**config.mk**
```make
export PLATFORM = sky130hd
export DESIGN_NAME = fetch_unit
export DESIGN_NICKNAME = d
export VERILOG_FILES = /design/src/rtl/mips_fetch_pkg.sv /design/src/rtl/pc_next_sel.sv /design/src/rtl/fetch_unit.sv
export SDC_FILE = /design/constraint.sdc
export NUM_CORES = 1
export LEC_CHECK = 0
export BUFFER_PORTS_ARGS = -buffer_cell sky130_fd_sc_hd__buf_2
export CORE_ASPECT_RATIO = 2
export CORE_MARGIN = 2
export CORE_UTILIZATION = 40
export DETAILED_ROUTE_END_ITERATION = 7
export PLACE_DENSITY_LB_ADDON = 0.25
export SETUP_SLACK_MARGIN = 0.2
export SYNTH_ARGS = -nofsm -noshare
export SYNTH_HDL_FRONTEND = slang
export SYNTH_SLANG_ARGS = --single-unit
```
**constraint.sdc**
```tcl
create_clock -name CLK -period 1.35 [get_ports CLK]
set_clock_uncertainty 0.2 [all_clocks]
set_input_delay 0.0675 -clock CLK [delete_from_list [all_inputs] [get_ports CLK]]
set_output_delay 0.0675 -clock CLK [all_outputs]
set_load 0.1 [all_outputs]
```
**src/rtl/mips_fetch_pkg.sv**
```systemverilog
// Shared fetch-stage constants and the fetch FSM state type, also used by the
// decode stage and the hazard unit.
package mips_fetch_pkg;

    localparam int              PC_W     = 6;
    localparam int              INSTR_W  = 16;
    localparam logic [5:0]      RESET_PC = 6'd0;
    localparam logic [15:0]     NOP      = 16'h0000;
    localparam logic [3:0]      HALT_OPC = 4'hF;

    typedef enum logic {
        FS_RUN    = 1'b0,
        FS_HALTED = 1'b1
    } fetch_state_t;

endpackage

```
**src/rtl/pc_next_sel.sv**
```systemverilog
// Combinational next-state select for the fetch stage: chooses the next PC,
// IF/ID contents and FSM state from redirect, stall and the current state.
module pc_next_sel
    import mips_fetch_pkg::*;
#(
    parameter int                 PC_W     = mips_fetch_pkg::PC_W,
    parameter int                 INSTR_W  = mips_fetch_pkg::INSTR_W,
    parameter logic [INSTR_W-1:0] NOP      = mips_fetch_pkg::NOP,
    parameter logic [3:0]         HALT_OPC = mips_fetch_pkg::HALT_OPC
) (
    input  logic [PC_W-1:0]    i_pc,
    input  fetch_state_t       i_state,
    input  logic [INSTR_W-1:0] i_instr,
    input  logic               i_stall,
    input  logic               i_branch_taken,
    input  logic [PC_W-1:0]    i_branch_target,
    input  logic               i_jump,
    input  logic [PC_W-1:0]    i_jump_target,
    input  logic [INSTR_W-1:0] i_ifid_instr,
    input  logic [PC_W-1:0]    i_ifid_pc1,
    input  logic               i_ifid_valid,
    output logic [PC_W-1:0]    o_pc_next,
    output logic [INSTR_W-1:0] o_ifid_instr_next,
    output logic [PC_W-1:0]    o_ifid_pc1_next,
    output logic               o_ifid_valid_next,
    output fetch_state_t       o_state_next
);

    logic [PC_W-1:0] w_pc_inc;
    logic            w_is_halt;

    // Modulo 2^PC_W increment; wrap from the top address is intentional.
    assign w_pc_inc  = i_pc + PC_W'(1);
    assign w_is_halt = (i_instr[INSTR_W-1 -: 4] == HALT_OPC);

    always_comb begin
        o_pc_next         = i_pc;
        o_ifid_instr_next = i_ifid_instr;
        o_ifid_pc1_next   = i_ifid_pc1;
        o_ifid_valid_next = i_ifid_valid;
        o_state_next      = i_state;

        // Branch comes from the older instruction, so it wins over a jump.
        if (i_branch_taken || i_jump) begin
            o_pc_next         = i_branch_taken ? i_branch_target : i_jump_target;
            o_ifid_instr_next = NOP;
            o_ifid_pc1_next   = '0;
            o_ifid_valid_next = 1'b0;
            o_state_next      = FS_RUN;
        end else if (!i_stall) begin
            case (i_state)
                FS_RUN: begin
                    o_ifid_instr_next = i_instr;
                    o_ifid_pc1_next   = w_pc_inc;
                    o_ifid_valid_next = 1'b1;
                    if (w_is_halt) begin
                        o_state_next = FS_HALTED;
                    end else begin
                        o_pc_next = w_pc_inc;
                    end
                end
                FS_HALTED: begin
                    o_ifid_instr_next = NOP;
                    o_ifid_pc1_next   = '0;
                    o_ifid_valid_next = 1'b0;
                end
                default: begin
                    o_state_next = FS_RUN;
                end
            endcase
        end
    end

endmodule

```
**src/rtl/fetch_unit.sv**
```systemverilog
// Instruction-fetch stage: owns the PC, drives the instruction memory address
// and captures the returned instruction into the IF/ID pipeline register.
module fetch_unit
    import mips_fetch_pkg::*;
#(
    parameter int                 PC_W     = mips_fetch_pkg::PC_W,
    parameter int                 INSTR_W  = mips_fetch_pkg::INSTR_W,
    parameter logic [PC_W-1:0]    RESET_PC = mips_fetch_pkg::RESET_PC,
    parameter logic [INSTR_W-1:0] NOP      = mips_fetch_pkg::NOP,
    parameter logic [3:0]         HALT_OPC = mips_fetch_pkg::HALT_OPC
) (
    input  logic               CLK,
    input  logic               RST,
    output logic [PC_W-1:0]    PCI,
    input  logic [INSTR_W-1:0] INSTR,
    input  logic               STALL,
    input  logic               BRANCH_TAKEN,
    input  logic [PC_W-1:0]    BRANCH_TARGET,
    input  logic               JUMP,
    input  logic [PC_W-1:0]    JUMP_TARGET,
    output logic [INSTR_W-1:0] IFID_INSTR,
    output logic [PC_W-1:0]    IFID_PC1,
    output logic               IFID_VALID,
    output logic               HALTED
);

    logic [PC_W-1:0]    r_pc;
    logic [INSTR_W-1:0] r_ifid_instr;
    logic [PC_W-1:0]    r_ifid_pc1;
    logic               r_ifid_valid;
    fetch_state_t       r_state;
    logic               r_halted;

    logic [PC_W-1:0]    w_pc_next;
    logic [INSTR_W-1:0] w_ifid_instr_next;
    logic [PC_W-1:0]    w_ifid_pc1_next;
    logic               w_ifid_valid_next;
    fetch_state_t       w_state_next;

    pc_next_sel #(
        .PC_W     (PC_W),
        .INSTR_W  (INSTR_W),
        .NOP      (NOP),
        .HALT_OPC (HALT_OPC)
    ) u_pc_next_sel (
        .i_pc              (r_pc),
        .i_state           (r_state),
        .i_instr           (INSTR),
        .i_stall           (STALL),
        .i_branch_taken    (BRANCH_TAKEN),
        .i_branch_target   (BRANCH_TARGET),
        .i_jump            (JUMP),
        .i_jump_target     (JUMP_TARGET),
        .i_ifid_instr      (r_ifid_instr),
        .i_ifid_pc1        (r_ifid_pc1),
        .i_ifid_valid      (r_ifid_valid),
        .o_pc_next         (w_pc_next),
        .o_ifid_instr_next (w_ifid_instr_next),
        .o_ifid_pc1_next   (w_ifid_pc1_next),
        .o_ifid_valid_next (w_ifid_valid_next),
        .o_state_next      (w_state_next)
    );

    always_ff @(posedge CLK) begin
        if (RST) begin
            r_pc         <= RESET_PC;
            r_ifid_instr <= NOP;
            r_ifid_pc1   <= '0;
            r_ifid_valid <= 1'b0;
            r_state      <= FS_RUN;
            r_halted     <= 1'b0;
        end else begin
            r_pc         <= w_pc_next;
            r_ifid_instr <= w_ifid_instr_next;
            r_ifid_pc1   <= w_ifid_pc1_next;
            r_ifid_valid <= w_ifid_valid_next;
            r_state      <= w_state_next;
            // Registered copy of the state decode keeps HALTED glitch-free.
            r_halted     <= (w_state_next == FS_HALTED);
        end
    end

    assign PCI        = r_pc;
    assign IFID_INSTR = r_ifid_instr;
    assign IFID_PC1   = r_ifid_pc1;
    assign IFID_VALID = r_ifid_valid;
    assign HALTED     = r_halted;

endmodule

```
==> results.json <==
{
  "critical_path_class": "flop to flop",
  "ir_worst_vdd_uv": 838,
  "mostFrequentLayoutCell": "buf_2",
  "ys.warnings.count": 0,
  "die_h_um": 83.9,
  "synth_top_cell_by_area": "dfxtp_1",
  "synth_area_per_cell_um2": 9.60,
  "path_cells": "nand3_2 > xnor2_2 > o21ai_1 > a211oi_1",
  "dieWidth_um": 43.9,
  "status": "finished with violations",
  "num_vias": 1510,
  "cap_violations": 0,
  "rsz0062_at_grt": "yes",
  "antenna-diode-count": 0,
  "viasPerCell": 5.45,
  "crit_family": "compound AO/OA/AOI/OAI gates",
  "first_global_vias": 1631,
  "clk_pin_slew_ns": 0.07,
  "area_delta_synth_final_pct": 111,
  "cp_num_buf_inv": 0,
  "synthAdderAreaFrac_pct": 0.980,
  "port_buffers": 62,
  "slew_headroom_pct": 74.2,
  "synthTopCellsByArea": "dfxtp_1, a22oi_1, nor2_1",
  "cts_tree": "yes",
  "synth_xor_area_share_pct": 3.43,
  "cts_root_buffer": "clkbuf_8",
  "row_count": 29,
  "slowest_stage": "dfxtp_4",
  "post-route-period-util_pct": 107,
  "cp-end-kind": "flop",
  "drt-pass1-iter-count": 4,
  "stdcell_count": 277,
  "synth_cell_types": 33,
  "crit_fanout": 4,
  "drc_errors": 0,
  "initial_core_util_pct": 40.9,
  "synth_seq_area_share_pct": 47.1,
  "reg2reg_depth": 4,
  "drtIter0Drc": 49,
  "period_minus_slack_ns": 1.44,
  "worstPathArrival_ns": 1.41,
  "grt_first_pass_wirelength_um": 7620,
  "p_per_area_mw_per_mm2": 888,
  "grt_start_max_net_pins": 18,
  "finalWirelength_um": 5330,
  "startpoint": "PCI[1]$_SDFFE_PP0P_",
  "timing.final.ws_setup_ns": -0.0936,
  "dp.cells": 233,
  "ys_ff_latch": 30,
  "synth_mux_area_share_pct": 1.57,
  "worst_pin_slew_ns": 0.387,
  "r2r_slack_ns": -0.09,
  "violations": "setup timing",
  "synth_top_area_share_pct": 47.1,
  "cellLeakagePower_uw": 0.00114,
  "insertion_delay_ns": 0.29,
  "reg2reg_to": "PCI[3]$_SDFFE_PP0P_",
  "grt_usage_pct": 28.1,
  "hold_path_class": "input pin to flop",
  "final-setup-viol-count": 6,
  "yosys.area_share.simple_pct": 18.4,
  "synth_flop_cell": "dfxtp_1",
  "dpl.hpwl_um": 2890,
  "io_pins": 63,
  "critPathMaxStageDelay_ns": 0.40,
  "synthCells": 133,
  "final_cell_mix": "buf_2, nor2_1, buf_6",
  "grt_overflow_total": 0,
  "cts_buffers": 5,
  "critPathLaunchType": "flop",
  "htreeDepth": 2,
  "synth_edf_count": 0,
  "min_from": "JUMP_TARGET[2]",
  "cts_num_sinks": 30,
  "syn_area_mm2": 0.00128,
  "fmax_mhz": 693,
  "ant_nets": 0,
  "drv_slew": 0,
  "drive_gt1_share_pct": 67.5,
  "synth_fp_nets": 167,
  "hold_depth": 4,
  "place_congestion": 0.870,
  "antenna_found_initial": 0,
  "hold_viol_final": 0,
  "synth_compound_area_share_pct": 22.2,
  "required_ns": 1.32,
  "dp_worst_setup_slack_ns": -0.0644,
  "wl_per_cell_um": 19.2,
  "die-area_mm2": 0.00369,
  "synth-async-reset-ratio_pct": 0,
  "r2r-start": "PCI[1]$_SDFFE_PP0P_",
  "final_nets": 279,
  "synth_top_family_by_area": "compound AO/OA/AOI/OAI gates",
  "core_mm2": 0.00312,
  "cts_buffer_depth": 2,
  "whs_endpoint": "PCI[2]$_SDFFE_PP0P_"
}
-- power breakdown --
group	internal (uW)	total (uW)	switching [uW]
Sequential	911	953	42.6
Combinational	327	724	397
Clock	366	712	346
Total	1600	2390	786
-- layer usage --
layer  track usage (%)  vias up  share of wire [%]
li1                  -      702                  -
met1              23.7      715                 31
met2              53.5       74                 60
met3              6.06       19                5.1
met4              17.1        0                3.8
met5                 0        -                  0
-- cell families (layout without fill, tap and decap cells) --
kind of cell               after synthesis  in the layout
AOI/OAI and AO/OA                       38             38
muxes                                    2              2
and+or+nand+nor                         47             47
xor gates and xnor gates                 5              5
buffers and inverters                   10            123
DFF                                     30             30
adders and majority gates                1              1
-- flip-flops by register name, indices dropped and copies added (netlist names) --
signal      cells
IFID_INSTR     16
IFID_PC1        6
PCI             6
HALTED          1
IFID_VALID      1
-- how the worst max path moves through the flow --
stage                          endpoint  depth (start not counted)  slack (ns)
finish              PCI[3]$_SDFFE_PP0P_                          4       -0.09
detailed placement  PCI[4]$_SDFFE_PP0P_                          5       -0.06
global route        PCI[3]$_SDFFE_PP0P_                          4       -0.09
global placement    PCI[4]$_SDFFE_PP0P_                          5        0.03
CTS                 PCI[4]$_SDFFE_PP0P_                          5       0.003
floorplan           PCI[4]$_SDFFE_PP0P_                          5       -0.21
-- stage by stage --
step / setup TNS, ns / total power, uW / hold WS (ns) / utilization (%) / instance area (um^2)
floorplan: -1.15 / 1330 / -0.0698 / - / 1460
global placement: 0 / 1500 / 0.116 / 63.1 / 1970
detailed placement: -0.0771 / 1510 / 0.125 / 63.1 / 1970
CTS: 0 / 2300 / 0.0493 / 82.3 / 2570
global route: -0.463 / 2460 / 0.0505 / 86.2 / 2690
finish: -0.206 / 2390 / 0.0315 / 86.2 / 2690
-- synthesized netlist by cell type, types with 2 or more instances --
library cell,n
nand2_1,4
a22oi_1,23
clkbuf_1,3
nor2_1,29
a21oi_1,2
nand4_1,2
buf_8,2
o21ai_0,3
nand3_1,3
buf_2,2
xnor2_1,2
dfxtp_1,30
buf_6,2
mux2i_1,2
a211oi_1,3
xor2_1,3
o22ai_1,2
-- worst register-to-register path: stages, from the launching register on --
cell and delay, ns:
dfxtp_4 0.40, nand3_2 0.12, xnor2_2 0.20, o21ai_1 0.12, a211oi_1 0.29
-- layout make-up --
type                       count  area (um^2)
clock buffer                   8         80.1
timing repair buffer         115         1120
fill                         162          432
tap                           31         38.8
sequential                    30          656
multi-input combinational     93          790
-- what timing repair did --
action                                 CTS  global route
pin swaps                               10            25
endpoints found under the hold margin   22             0
cloned                                   0             1
setup buffers                            7             4
hold buffers                            24             0
setup endpoints to repair               55            34
resized for setup                       63            15
Power figures use the tool's default switching activity.
